File: config.mk
export PLATFORM = sky130hd
export DESIGN_NAME = calendar_dow_tracker_flat
export DESIGN_NICKNAME = d
export VERILOG_FILES = /design/src/rtl/calendar_dow_tracker_if.sv /design/src/rtl/calendar_dow_tracker.sv /design/src/flat_wrapper.sv
export SDC_FILE = /design/constraint.sdc
export NUM_CORES = 1
export LEC_CHECK = 0
export ABC_AREA = 1
export CORE_ASPECT_RATIO = 0.7
export CORE_MARGIN = 2
export CORE_UTILIZATION = 65
export CTS_CLUSTER_SIZE = 12
export DETAILED_ROUTE_END_ITERATION = 12
export MAX_ROUTING_LAYER = met4
export PLACE_DENSITY = 0.92
export SYNTH_ARGS = -nofsm -noshare
export SYNTH_HDL_FRONTEND = slang
export SYNTH_SLANG_ARGS = --single-unit
File: constraint.sdc
create_clock -name clk -period 15.8 [get_ports clk]
set_input_delay 4.74 -clock clk [delete_from_list [all_inputs] [get_ports clk]]
set_output_delay 4.74 -clock clk [all_outputs]
set_load 0.02 [all_outputs]
File: src/rtl/calendar_dow_tracker_if.sv
// Calendar bus: date load/tick requests toward the tracker, date/weekday/status back out.
interface calendar_dow_tracker_if #(
  parameter int unsigned YEAR_W = 12
) ();
  logic              load;
  logic [YEAR_W-1:0] year_in;
  logic [3:0]        month_in;
  logic [4:0]        day_in;
  logic              day_tick;
  logic [YEAR_W-1:0] year_o;
  logic [3:0]        month_o;
  logic [4:0]        day_o;
  logic [2:0]        dow;
  logic              valid;
  logic              busy;
  logic              load_err;
  logic              tick_drop;
  logic              overflow;

  modport master (
    output load, year_in, month_in, day_in, day_tick,
    input  year_o, month_o, day_o, dow, valid, busy, load_err, tick_drop, overflow
  );

  modport slave (
    input  load, year_in, month_in, day_in, day_tick,
    output year_o, month_o, day_o, dow, valid, busy, load_err, tick_drop, overflow
  );
endinterface

File: src/rtl/calendar_dow_tracker.sv
// Calendar date register with day-of-week tracking. A validated load starts a
// Zeller weekday computation: one cycle forms the raw sum, then YEAR_W
// restoring-subtract steps reduce it modulo 7. day_tick advances the date.
module calendar_dow_tracker #(
  parameter int unsigned YEAR_W = 12
) (
  input logic                   clk,
  input logic                   rst_n,
  calendar_dow_tracker_if.slave bus
);
  localparam int unsigned SW = YEAR_W + 2;
  localparam int unsigned KW = $clog2(YEAR_W);
  localparam logic [KW-1:0] KTop = KW'(YEAR_W - 1);

  typedef enum logic [1:0] {StIdle, StCalc, StRed} state_e;

  state_e            r_state;
  logic [YEAR_W-1:0] r_year;
  logic [3:0]        r_month;
  logic [4:0]        r_day;
  logic [2:0]        r_dow;
  logic              r_valid, r_busy, r_pend;
  logic              r_load_err, r_tick_drop, r_overflow;
  logic [SW-1:0]     r_s;
  logic [KW-1:0]     r_k;

  logic              w_load_ok, w_at_max;
  logic [4:0]        w_cur_dim;
  logic [YEAR_W-1:0] w_next_year;
  logic [3:0]        w_next_month;
  logic [4:0]        w_next_day;
  logic [2:0]        w_next_dow;
  logic [SW-1:0]     w_zy, w_zm, w_s_calc, w_s_red;
  logic [SW:0]       w_sub;

  function automatic logic is_leap(input logic [YEAR_W-1:0] y);
    logic [31:0] yy;
    yy = 32'(y);
    return ((yy % 32'd4) == 32'd0) &&
           (((yy % 32'd100) != 32'd0) || ((yy % 32'd400) == 32'd0));
  endfunction

  function automatic logic [4:0] days_in_month(input logic [YEAR_W-1:0] y,
                                               input logic [3:0] m);
    logic [4:0] dim;
    case (m)
      4'd2:                     dim = is_leap(y) ? 5'd29 : 5'd28;
      4'd4, 4'd6, 4'd9, 4'd11: dim = 5'd30;
      default:                  dim = 5'd31;
    endcase
    return dim;
  endfunction

  // Load validation, next-date increment, Zeller sum and one mod-7 reduction step.
  always_comb begin
    w_load_ok = (bus.year_in != '0) && (bus.month_in >= 4'd1) && (bus.month_in <= 4'd12) &&
                (bus.day_in != '0) &&
                (bus.day_in <= days_in_month(bus.year_in, bus.month_in));

    w_cur_dim    = days_in_month(r_year, r_month);
    w_at_max     = (r_year == '1) && (r_month == 4'd12) && (r_day == 5'd31);
    w_next_year  = r_year;
    w_next_month = r_month;
    w_next_day   = r_day + 5'd1;
    if (r_day >= w_cur_dim) begin
      w_next_day = 5'd1;
      if (r_month == 4'd12) begin
        w_next_month = 4'd1;
        w_next_year  = r_year + YEAR_W'(1);
      end else begin
        w_next_month = r_month + 4'd1;
      end
    end
    w_next_dow = (r_dow == 3'd6) ? 3'd0 : r_dow + 3'd1;

    // January/February count as months 13/14 of the previous year.
    if (r_month <= 4'd2) begin
      w_zy = SW'(r_year) - SW'(1);
      w_zm = SW'(r_month) + SW'(12);
    end else begin
      w_zy = SW'(r_year);
      w_zm = SW'(r_month);
    end
    // 6*(Y/100) stands in for -(Y/100) modulo 7, keeping the sum non-negative.
    w_s_calc = SW'(r_day) + (SW'(26) * (w_zm + SW'(1))) / SW'(10) + w_zy + (w_zy >> 2) +
               SW'(6) * (w_zy / SW'(100)) + w_zy / SW'(400);

    w_sub = (SW + 1)'(7) << r_k;
    if ({1'b0, r_s} >= w_sub) w_s_red = r_s - w_sub[SW-1:0];
    else                      w_s_red = r_s;
  end

  // Calendar FSM: load/abort, Zeller sum, mod-7 reduction, tick handling, flags.
  always_ff @(posedge clk) begin
    if (!rst_n) begin
      r_state     <= StIdle;
      r_year      <= '0;
      r_month     <= 4'd1;
      r_day       <= 5'd1;
      r_dow       <= 3'd0;
      r_valid     <= 1'b0;
      r_busy      <= 1'b0;
      r_pend      <= 1'b0;
      r_load_err  <= 1'b0;
      r_tick_drop <= 1'b0;
      r_overflow  <= 1'b0;
      r_s         <= '0;
      r_k         <= '0;
    end else begin
      r_load_err  <= 1'b0;
      r_tick_drop <= 1'b0;
      r_overflow  <= 1'b0;
      if (bus.load && w_load_ok) begin
        r_year      <= bus.year_in;
        r_month     <= bus.month_in;
        r_day       <= bus.day_in;
        r_valid     <= 1'b0;
        r_busy      <= 1'b1;
        r_pend      <= 1'b0;
        r_state     <= StCalc;
        r_tick_drop <= bus.day_tick;
      end else begin
        if (bus.load) r_load_err <= 1'b1;
        unique case (r_state)
          StIdle: begin
            if (r_valid && (bus.day_tick || r_pend)) begin
              // A pending tick takes this slot; a simultaneous fresh tick is lost.
              r_pend      <= 1'b0;
              r_tick_drop <= bus.day_tick && r_pend;
              if (w_at_max) begin
                r_overflow <= 1'b1;
              end else begin
                r_year  <= w_next_year;
                r_month <= w_next_month;
                r_day   <= w_next_day;
                r_dow   <= w_next_dow;
              end
            end else if (bus.day_tick) begin
              r_tick_drop <= 1'b1;
            end
          end
          StCalc, StRed: begin
            if (bus.day_tick) begin
              if (r_pend) r_tick_drop <= 1'b1;
              else        r_pend      <= 1'b1;
            end
            if (r_state == StCalc) begin
              r_s     <= w_s_calc;
              r_k     <= KTop;
              r_state <= StRed;
            end else begin
              r_s <= w_s_red;
              if (r_k == '0) begin
                r_dow   <= w_s_red[2:0];
                r_valid <= 1'b1;
                r_busy  <= 1'b0;
                r_state <= StIdle;
              end else begin
                r_k <= r_k - KW'(1);
              end
            end
          end
          default: r_state <= StIdle;
        endcase
      end
    end
  end

  assign bus.year_o    = r_year;
  assign bus.month_o   = r_month;
  assign bus.day_o     = r_day;
  assign bus.dow       = r_dow;
  assign bus.valid     = r_valid;
  assign bus.busy      = r_busy;
  assign bus.load_err  = r_load_err;
  assign bus.tick_drop = r_tick_drop;
  assign bus.overflow  = r_overflow;
endmodule

File: src/flat_wrapper.sv
// flat-port wrapper written by rule: the top's interface ports become plain ports
module calendar_dow_tracker_flat 
#(
  parameter int unsigned YEAR_W = 12
)
  (clk, rst_n, bus_load, bus_year_in, bus_month_in, bus_day_in, bus_day_tick, bus_year_o, bus_month_o, bus_day_o, bus_dow, bus_valid, bus_busy, bus_load_err, bus_tick_drop, bus_overflow);
  calendar_dow_tracker_if #(.YEAR_W(YEAR_W)) bus_i ();
  input logic clk;
  input logic rst_n;
  input wire logic [$bits(bus_i.load)-1:0] bus_load;
  input wire logic [$bits(bus_i.year_in)-1:0] bus_year_in;
  input wire logic [$bits(bus_i.month_in)-1:0] bus_month_in;
  input wire logic [$bits(bus_i.day_in)-1:0] bus_day_in;
  input wire logic [$bits(bus_i.day_tick)-1:0] bus_day_tick;
  output wire logic [$bits(bus_i.year_o)-1:0] bus_year_o;
  output wire logic [$bits(bus_i.month_o)-1:0] bus_month_o;
  output wire logic [$bits(bus_i.day_o)-1:0] bus_day_o;
  output wire logic [$bits(bus_i.dow)-1:0] bus_dow;
  output wire logic [$bits(bus_i.valid)-1:0] bus_valid;
  output wire logic [$bits(bus_i.busy)-1:0] bus_busy;
  output wire logic [$bits(bus_i.load_err)-1:0] bus_load_err;
  output wire logic [$bits(bus_i.tick_drop)-1:0] bus_tick_drop;
  output wire logic [$bits(bus_i.overflow)-1:0] bus_overflow;
  assign bus_i.load = bus_load;
  assign bus_i.year_in = bus_year_in;
  assign bus_i.month_in = bus_month_in;
  assign bus_i.day_in = bus_day_in;
  assign bus_i.day_tick = bus_day_tick;
  assign bus_year_o = bus_i.year_o;
  assign bus_month_o = bus_i.month_o;
  assign bus_day_o = bus_i.day_o;
  assign bus_dow = bus_i.dow;
  assign bus_valid = bus_i.valid;
  assign bus_busy = bus_i.busy;
  assign bus_load_err = bus_i.load_err;
  assign bus_tick_drop = bus_i.tick_drop;
  assign bus_overflow = bus_i.overflow;
  calendar_dow_tracker #(.YEAR_W(YEAR_W)) u_core (.clk(clk), .rst_n(rst_n), .bus(bus_i));
endmodule
* Yosys cells after proc, flatten, opt, wreduce, memory -nomap -nowiden *
Index checks and enable logic that the tools add are counted.

storage, ports and cells
  flip-flop bits (word level) = 50
  input port bits = 25
  logic and storage cells = 178

operators by class
  add/subtract/negate cells = 14
  multipliers = 2
  div/mod/pow operators = 7
  magnitude comparators = 6
  equal/unequal tests = 27
  shift operators = 1
  multiplexer cells = 52
  bitwise logic cells = 5
  reduce and logical (&&, ||, !) cells = 49

operators with widths
  cell                   number
  $logic_not 32->1       4
  $mux 12                6
  $mod 12x7->32 const B  2
  $mod 12x9->32 const B  2
  $reduce_bool 32->1     2
  $mux 14                4
  $add 14x14->14         3
  $mux 4                 8
  $mux 5                 5
  $eq 4x4->1 const B     5
  $pmux 5 s2             2
  $reduce_and 3->1       6
  $eq 4x3->1 const B     4
  $mux 1                 16
  $reduce_bool 2->1      8
  $ge 14x15->1           1
  $mux 3                 5
  $shl 3x4->15 const A   1
  $add 14x1->14 const B  1
  $add 14x12->14         1
  $add 5x14->14          1
  $div 14x4->14 const B  1
  $div 14x7->14 const B  1
  $div 14x9->14 const B  1
  42 further kinds       73

* Logic depth before layout (Yosys ltp) *
Gate-level depths: netlist of run 1.

  word-level depth = 12
  mapped depth = 90
  mapped depth without buffers = 90

* Worst setup path after synthesis of run 1 *
Ideal clock, no wire load.

  path kind = input-to-reg
  from = input port bus_year_in[8]
  to = register u_core.r_s[12]
  library setup time = 0.070 ns
  data arrival time = 10.834 ns
  setup slack = 4.896 ns
  stages = 53
  cells stage by stage = nor2_1 -> nand2_1 -> inv_1 -> nor2_1 -> ha_1 -> o21ai_0 -> inv_1 -> a21oi_1 -> nand2_1 -> nand2_1 -> inv_1 -> nor2_1 -> inv_2 -> nor2_1 -> nand2_1 -> a21oi_1 -> nand2_1 -> nand2_1 -> [... 17 more ...] -> nor2_1 -> o21ai_0 -> a31oi_1 -> nor2_1 -> nand3_1 -> nand2_1 -> a21oi_1 -> ha_1 -> a211oi_1 -> nor2_1 -> nand3_1 -> inv_1 -> nor2_1 -> o21ai_0 -> inv_1 -> clkbuf_1 -> o21ai_0 -> a21oi_1

on the way
  word-level cells in the longest chain between the ends = 11
  elaborated cells on any way between the ends = 17
  those cells by class = div (2); order compare (1); mux (2); bitwise (1); reduce/logical (11)

ends and longest elaborated chain
  element                                                 line                         source
  start: declaration                                      flat_wrapper.sv:11           input wire logic [$bits(bus_i.year_in)-1:0] bus_year_in;
  $mod 12x7->32 or $mod 12x9->32 (tied branches)          calendar_dow_tracker.sv:40   (((yy % 32'd100) != 32'd0) || ((yy % 32'd400) == 32'd0));
  $reduce_bool 32->1 or $logic_not 32->1 (tied branches)  calendar_dow_tracker.sv:40
  $logic_or 1x1->1                                        calendar_dow_tracker.sv:40
  $logic_and 1x1->1                                       calendar_dow_tracker.sv:39   return ((yy % 32'd4) == 32'd0) &&
  $mux 1                                                  calendar_dow_tracker.sv:47   4'd2: dim = is_leap(y) ? 5'd29 : 5'd28;
  $pmux 5 s2                                              calendar_dow_tracker.sv:46   case (m)
  $le 5x5->1                                              calendar_dow_tracker.sv:58   (bus.day_in <= days_in_month(bus.year_in, bus.month_in));
  $logic_and 1x1->1 *                                     calendar_dow_tracker.sv:57   (bus.day_in != '0) &&
  $logic_and 1x1->1 *                                     calendar_dow_tracker.sv:113  if (bus.load && w_load_ok) begin
  $not 1->1 (no source line) *                            --
  $reduce_and 3->1 (no source line) *                     --
  end signal: assignment                                  calendar_dow_tracker.sv:148  r_s <= w_s_calc;
  end signal: assignment                                  calendar_dow_tracker.sv:152  r_s <= w_s_red;
  end: declaration                                        calendar_dow_tracker.sv:24   logic [SW-1:0] r_s;

Every way passes the cells marked *; elsewhere a longest branch is shown, timed or not.
A chain may end at the register's enable or synchronous reset.

* Worst setup path in the final report of run 1 *
  from = input port bus_year_in[8]
  to = register u_core.r_s[3]

Same word-level chain as after synthesis.

==> results of run 1 <==
-- routing by layer --
metal / share of wire / track usage
met1: 0.46 / 0.466
met4: 0.019 / 0.0679
met3: 0.083 / 0.0413
met5: 0 / -
met2: 0.43 / 0.527
-- flip-flops by register name (all words and copies together), names as in the netlist, 2 cells and up --
register,flops
u_core.bus.day_o,5
u_core.bus.dow,3
u_core.bus.month_o,4
u_core.bus.year_o,12
u_core.r_k,4
u_core.r_s,14
u_core.r_state,2
-- cells in the mapped netlist, types with 18 or more instances --
library cell / n / share of area
a211oi_1: 18 / 0.013
a21oi_1: 96 / 0.045
dfxtp_1: 50 / 0.094
fa_1: 36 / 0.067
ha_1: 96 / 0.11
inv_1: 303 / 0.11
inv_2: 18 / 0.0063
nand2_1: 397 / 0.14
nand2_2: 42 / 0.025
nand3_1: 121 / 0.057
nand4_1: 30 / 0.018
nor2_1: 196 / 0.069
o21ai_0: 97 / 0.045
xnor2_1: 18 / 0.015
xor2_1: 62 / 0.051
-- critical path, delay by kind of cell --
family	cells	cell delay (ns)
compound gates	10	2.11
fa+ha+maj	2	0.46
buf+inv	11	2.11
simple gates	32	3.93
-- worst paths after layout --
check,start,end,slack (ns),cells after the start
worst max-delay path,bus_year_in[8],u_core.r_s[3],2.62,55
worst min-delay path,u_core.r_s[8],u_core.r_s[8],0.49,2
worst max register to register,u_core.bus.month_o[0],u_core.r_s[12],2.92,81
worst min register to register,u_core.r_s[8],u_core.r_s[8],0.49,2
-- layout make-up --
type / instances / area, um^2 / share of cell area
timing repair buffer: 57 / 561 / 0.0483
clock buffer: 5 / 125 / 0.0108
inverter: 323 / 1210 / 0.104
clock inverter: 3 / 47.5 / 0.00410
multi-input combinational: 1378 / 8380 / 0.722
sequential: 50 / 1000 / 0.0862
tap: 225 / 282 / 0.0242
-- cell families (layout without fill, tap and decap cells) --
kind of cell             after synthesis  in the layout  share of synthesized area
flip-flops                            50             50                     0.0935
AND/OR/NAND/NOR                      871            871                      0.376
multiplexers                           3              3                    0.00281
adder cells (fa/ha/maj)              132            132                      0.180
AO/OA/AOI/OAI                        290            290                      0.156
buffers and inverters                348            388                      0.124
XOR/XNOR                              82             82                     0.0685
-- through the flow --
stage,hold WS [ns],util
after CTS,0.483,0.717
after global placement,0.482,0.706
after floorplan,0.450,-
final,0.486,0.717
after detailed placement,0.471,0.706
after global routing,0.509,0.717
==> results.yml, run 1 <==
sta:
  fmax_mhz: 75.9
  relSlewSlack: 0.424
  final-hold-violation-count: 0
  min_period_ns: 13.18
  finalSetupViolCount: 0
  finalMaxSlewViolations: 0
  post-route-period-util: 0.834
  rsz0062_at_grt: "no"
  setup_tns_ns: 0
  clock_skew_ns: 0.00941
  layout_setup_ws_ns: 2.62
  worstMarginPinSlew_ns: 0.862
placement:
  place_area_um2: 11400
  dp_hpwl_um: 23100
  gp_congestion: 1.01
  place.port_buffers: 53
  post-place-cells: 2033
  pre_cts_ws_ns: 2.60
finish:
  n_fill_cell: 1405
  final_cells: 2041
  mostFrequentLayoutCell: "nand2_1"
  stdcell_area_um2: 11600
  area_growth_pct: 8.45
  num_antenna_cells: 0
  drive_gt1_frac: 0.0738
  fin_nets: 1972
  final_cell_mix: "nand2_1 (397), inv_1 (303), nor2_1 (196), nand3_1 (121), o21ai_0 (97)"
logic_synthesis:
  synth-seq-cells: 50
  yosysSeqAreaShare: 0.0935
  synth-edff-count: 0
  synth.avg_cell_area_um2: 6.03
  async_flop_share: 0
  ys_types: 59
  synth_nets: 1933
  syn_area_um2: 10700
  yosys_warnings: 0
  synthFlopType: "dfxtp_1"
  synthCells: 1776
clocking:
  clock_sinks: 50
  clk_latency_ns: 0.30
  cts_tree: "built"
  cts_setup_buffers: 0
  path_clk_slew_ns: 0.08
  ctsHtreeMaxLevel: 2
  cts_resized: 0
  cts_buffer_depth: 2
  cts_made_buffers: 5
  ctsRootBufferMaster: "clkbuf_16"
  ctsHoldBuffers: 0
hold_path:
  hp-class: "reg2reg"
global_route:
  grt_overflow_total: 0
  grt_pass1_vias: 10511
  antenna_found_initial: 0
  grtUsageTotal: 0.335
  grt_pass1_wl_um: 47900
  grt_max_degree: 31
die:
  die_width_um: 157
  die_h_um: 111
  rows: 39
  initial_core_util: 0.661
  dieArea_um2: 17500
  io_pins: 54
  core_area_um2: 16200
critical_path:
  cp-start-kind: "input pin"
  critPathSlowestCell: "clkdlybuf4s50_1"
  cp.arrival_ns: 13.37
  critical_path_required_ns: 16.00
  critPathKind: "in2reg"
  cpPeakStageDelay_ns: 0.57
  crit_top_cell: "nand2_1"
  crit_path_end_kind: "flop"
  critPathMaxFanout: 30
drt:
  drt-initial-drc-count: 1146
  dr.pass1.iters: 6
  wire_per_inst_um: 13.9
  via_per_inst: 5.67
  drc: 0
  num_vias: 11577
  wirelength_um: 28400
  ant_nets: 0
flow_run:
  maxCapViolCount: 0
run_status:
  status: "finished, final reports clean"
Power of run 1 is not shown: default switching activity piles up to over one toggle a cycle in this logic, so the estimate is an artifact.
==> inputs of run 2 (changes only) <==
--- a/config.mk
+++ b/config.mk
@@ -8,11 +8,11 @@
 export ABC_AREA = 1
 export CORE_ASPECT_RATIO = 0.7
 export CORE_MARGIN = 2
-export CORE_UTILIZATION = 65
+export CORE_UTILIZATION = 64
 export CTS_CLUSTER_SIZE = 12
 export DETAILED_ROUTE_END_ITERATION = 12
 export MAX_ROUTING_LAYER = met4
-export PLACE_DENSITY = 0.92
+export PLACE_DENSITY = 0.91
 export SYNTH_ARGS = -nofsm -noshare
 export SYNTH_HDL_FRONTEND = slang
 export SYNTH_SLANG_ARGS = --single-unit
==> constraint.sdc (replaced) <==
create_clock -name clk -period 12.5 [get_ports clk]
set_input_delay 3.75 -clock clk [delete_from_list [all_inputs] [get_ports clk]]
set_output_delay 3.75 -clock clk [all_outputs]
set_load 0.02 [all_outputs]
==> run 2 against run 1 <==
  * Die area rose by 1.5%
  * Via count rose by 0.79%
  * Routed wire length rose by 4.7%
  * Non-clock buffer count rose by 13
  * Final area rose by 1.9%
  * Worst setup slack got worse by 2.0 ns
  * Cell count rose by 0.64%
  * Register-to-register slack got worse by 2.3 ns
  * Critical path type is now reg2reg
==> results.yml, run 2 (synthesized netlist as in run 1, its figures left out) <==
sta:
  clock_skew_ns: 0.00733
  rsz0062_at_grt: "yes"
  finalSetupViolCount: 0
  worstMarginPinSlew_ns: 0.934
  post-route-period-util: 0.947
  finalMaxSlewViolations: 0
  fmax_mhz: 84.5
  relSlewSlack: 0.375
  min_period_ns: 11.84
  final-hold-violation-count: 0
placement:
  place_area_um2: 11500
  dp_hpwl_um: 23800
  gp_congestion: 0.986
  post-place-cells: 2035
  place.port_buffers: 53
finish:
  drive_gt1_frac: 0.0919
  top_register: "u_core.r_s"
  stdcell_area_um2: 11800
  area_growth_pct: 10.5
  largest_register_ffs: 14
  fin_util: 0.723
  final_cell_mix: "nand2_1 (395), inv_1 (299), nor2_1 (195), nand3_1 (120), a21oi_1 (95)"
  final_cells: 2054
  fin_nets: 1985
  mostFrequentLayoutCell: "nand2_1"
  num_antenna_cells: 0
drt:
  num_vias: 11668
  via_per_inst: 5.68
  wirelength_um: 29800
  wire_per_inst_um: 14.5
  dr.pass1.iters: 6
  drt-initial-drc-count: 1028
  ant_nets: 0
  drc: 0
die:
  rows: 39
  io_pins: 54
  die_width_um: 159
  dieArea_um2: 17800
  die_h_um: 112
  core_area_um2: 16300
  initial_core_util: 0.655
flow_run:
  maxCapViolCount: 0
clocking:
  ctsRootBufferMaster: "clkbuf_16"
  cts_tree: "built"
  clk_latency_ns: 0.30
  clock_sinks: 50
  cts_made_buffers: 5
  path_clk_slew_ns: 0.07
  ctsHtreeMaxLevel: 2
  cts_buffer_depth: 2
critical_path:
  cpPeakStageDelay_ns: 0.53
  rr_endpoint: "u_core.r_s[12]"
  crit_start: "u_core.bus.month_o[0]"
  cp_num_buf_inv: 10
  critPathMaxFanout: 9
  timing.rr.start: "u_core.bus.month_o[0]"
  critical_path_required_ns: 12.73
  reg2reg_slack_ns: 0.66
  crit_path_end_kind: "flop"
  crit_end: "u_core.r_s[12]"
  worstSetupPathDepth: 75
  reg2reg_depth: 75
  cp_top_family: "simple AND/OR/NAND/NOR gates"
  crit_top_cell: "nand2_1"
  cp-start-kind: "flop"
  cp.arrival_ns: 12.06
  critPathKind: "reg2reg"
  critPathSlowestCell: "fa_1"
run_status:
  status: "finished, final reports clean"
global_route:
  grt_overflow_total: 0
  antenna_found_initial: 0
  grt_pass1_wl_um: 48400
  grt_pass1_vias: 10389
  grtUsageTotal: 0.337
  grt_max_degree: 29
hold_path:
  hp-class: "reg2reg"
[run 2: worst min path at each step]
stage	startpoint	endpoint	slack, ns	cells past startpoint
after floorplan	u_core.r_s[8]	u_core.r_s[8]	0.45	2
after global placement	u_core.bus.dow[2]	u_core.bus.dow[2]	0.49	2
after detailed placement	u_core.r_s[8]	u_core.r_s[8]	0.49	2
after CTS	u_core.r_s[8]	u_core.r_s[8]	0.51	2
after global routing	u_core.bus.valid	u_core.bus.valid	0.53	2
final	u_core.bus.dow[2]	u_core.bus.dow[2]	0.51	2
[run 2: tightest hold or removal path, cell delays in order (launching register included)]
cell and delay, ns:
dfxtp_1 0.34, nand2_1 0.07, a21oi_1 0.06
[run 2: through the flow]
| stage | hold slack [ns] | TNS [ns] | setup WS, ns |
|---|---|---|---|
| floorplan | 0.450 | 0 | 1.86 |
| global placement | 0.494 | 0 | 0.187 |
| detailed placement | 0.494 | -0.101 | -0.101 |
| CTS | 0.507 | 0 | 0.0247 |
| global route | 0.531 | -0.270 | -0.193 |
| finish | 0.512 | 0 | 0.664 |
[run 2: final cells by class]
class                      count  area [um^2]
fill                        1368         4520
tap                          225          282
sequential                    50         1010
inverter                     323         1220
clock inverter                 3         45.0
multi-input combinational   1378         8490
clock buffer                   5          125
timing repair buffer          70          658
[run 2: routing by layer]
layer,track usage,routed length (um)
met3,0.0367,2640
met4,0.0601,491
met2,0.526,13200
met5,-,0
met1,0.478,13500
[run 2: timing repair]
item	4_1_cts	5_1_grt
hold buffers	0	0
resized for setup	1	33
pin swaps	0	4
setup buffers	0	11
gates cloned	0	0
endpoints found under the setup margin	1	7
Power of run 2 is left out for the same reason.
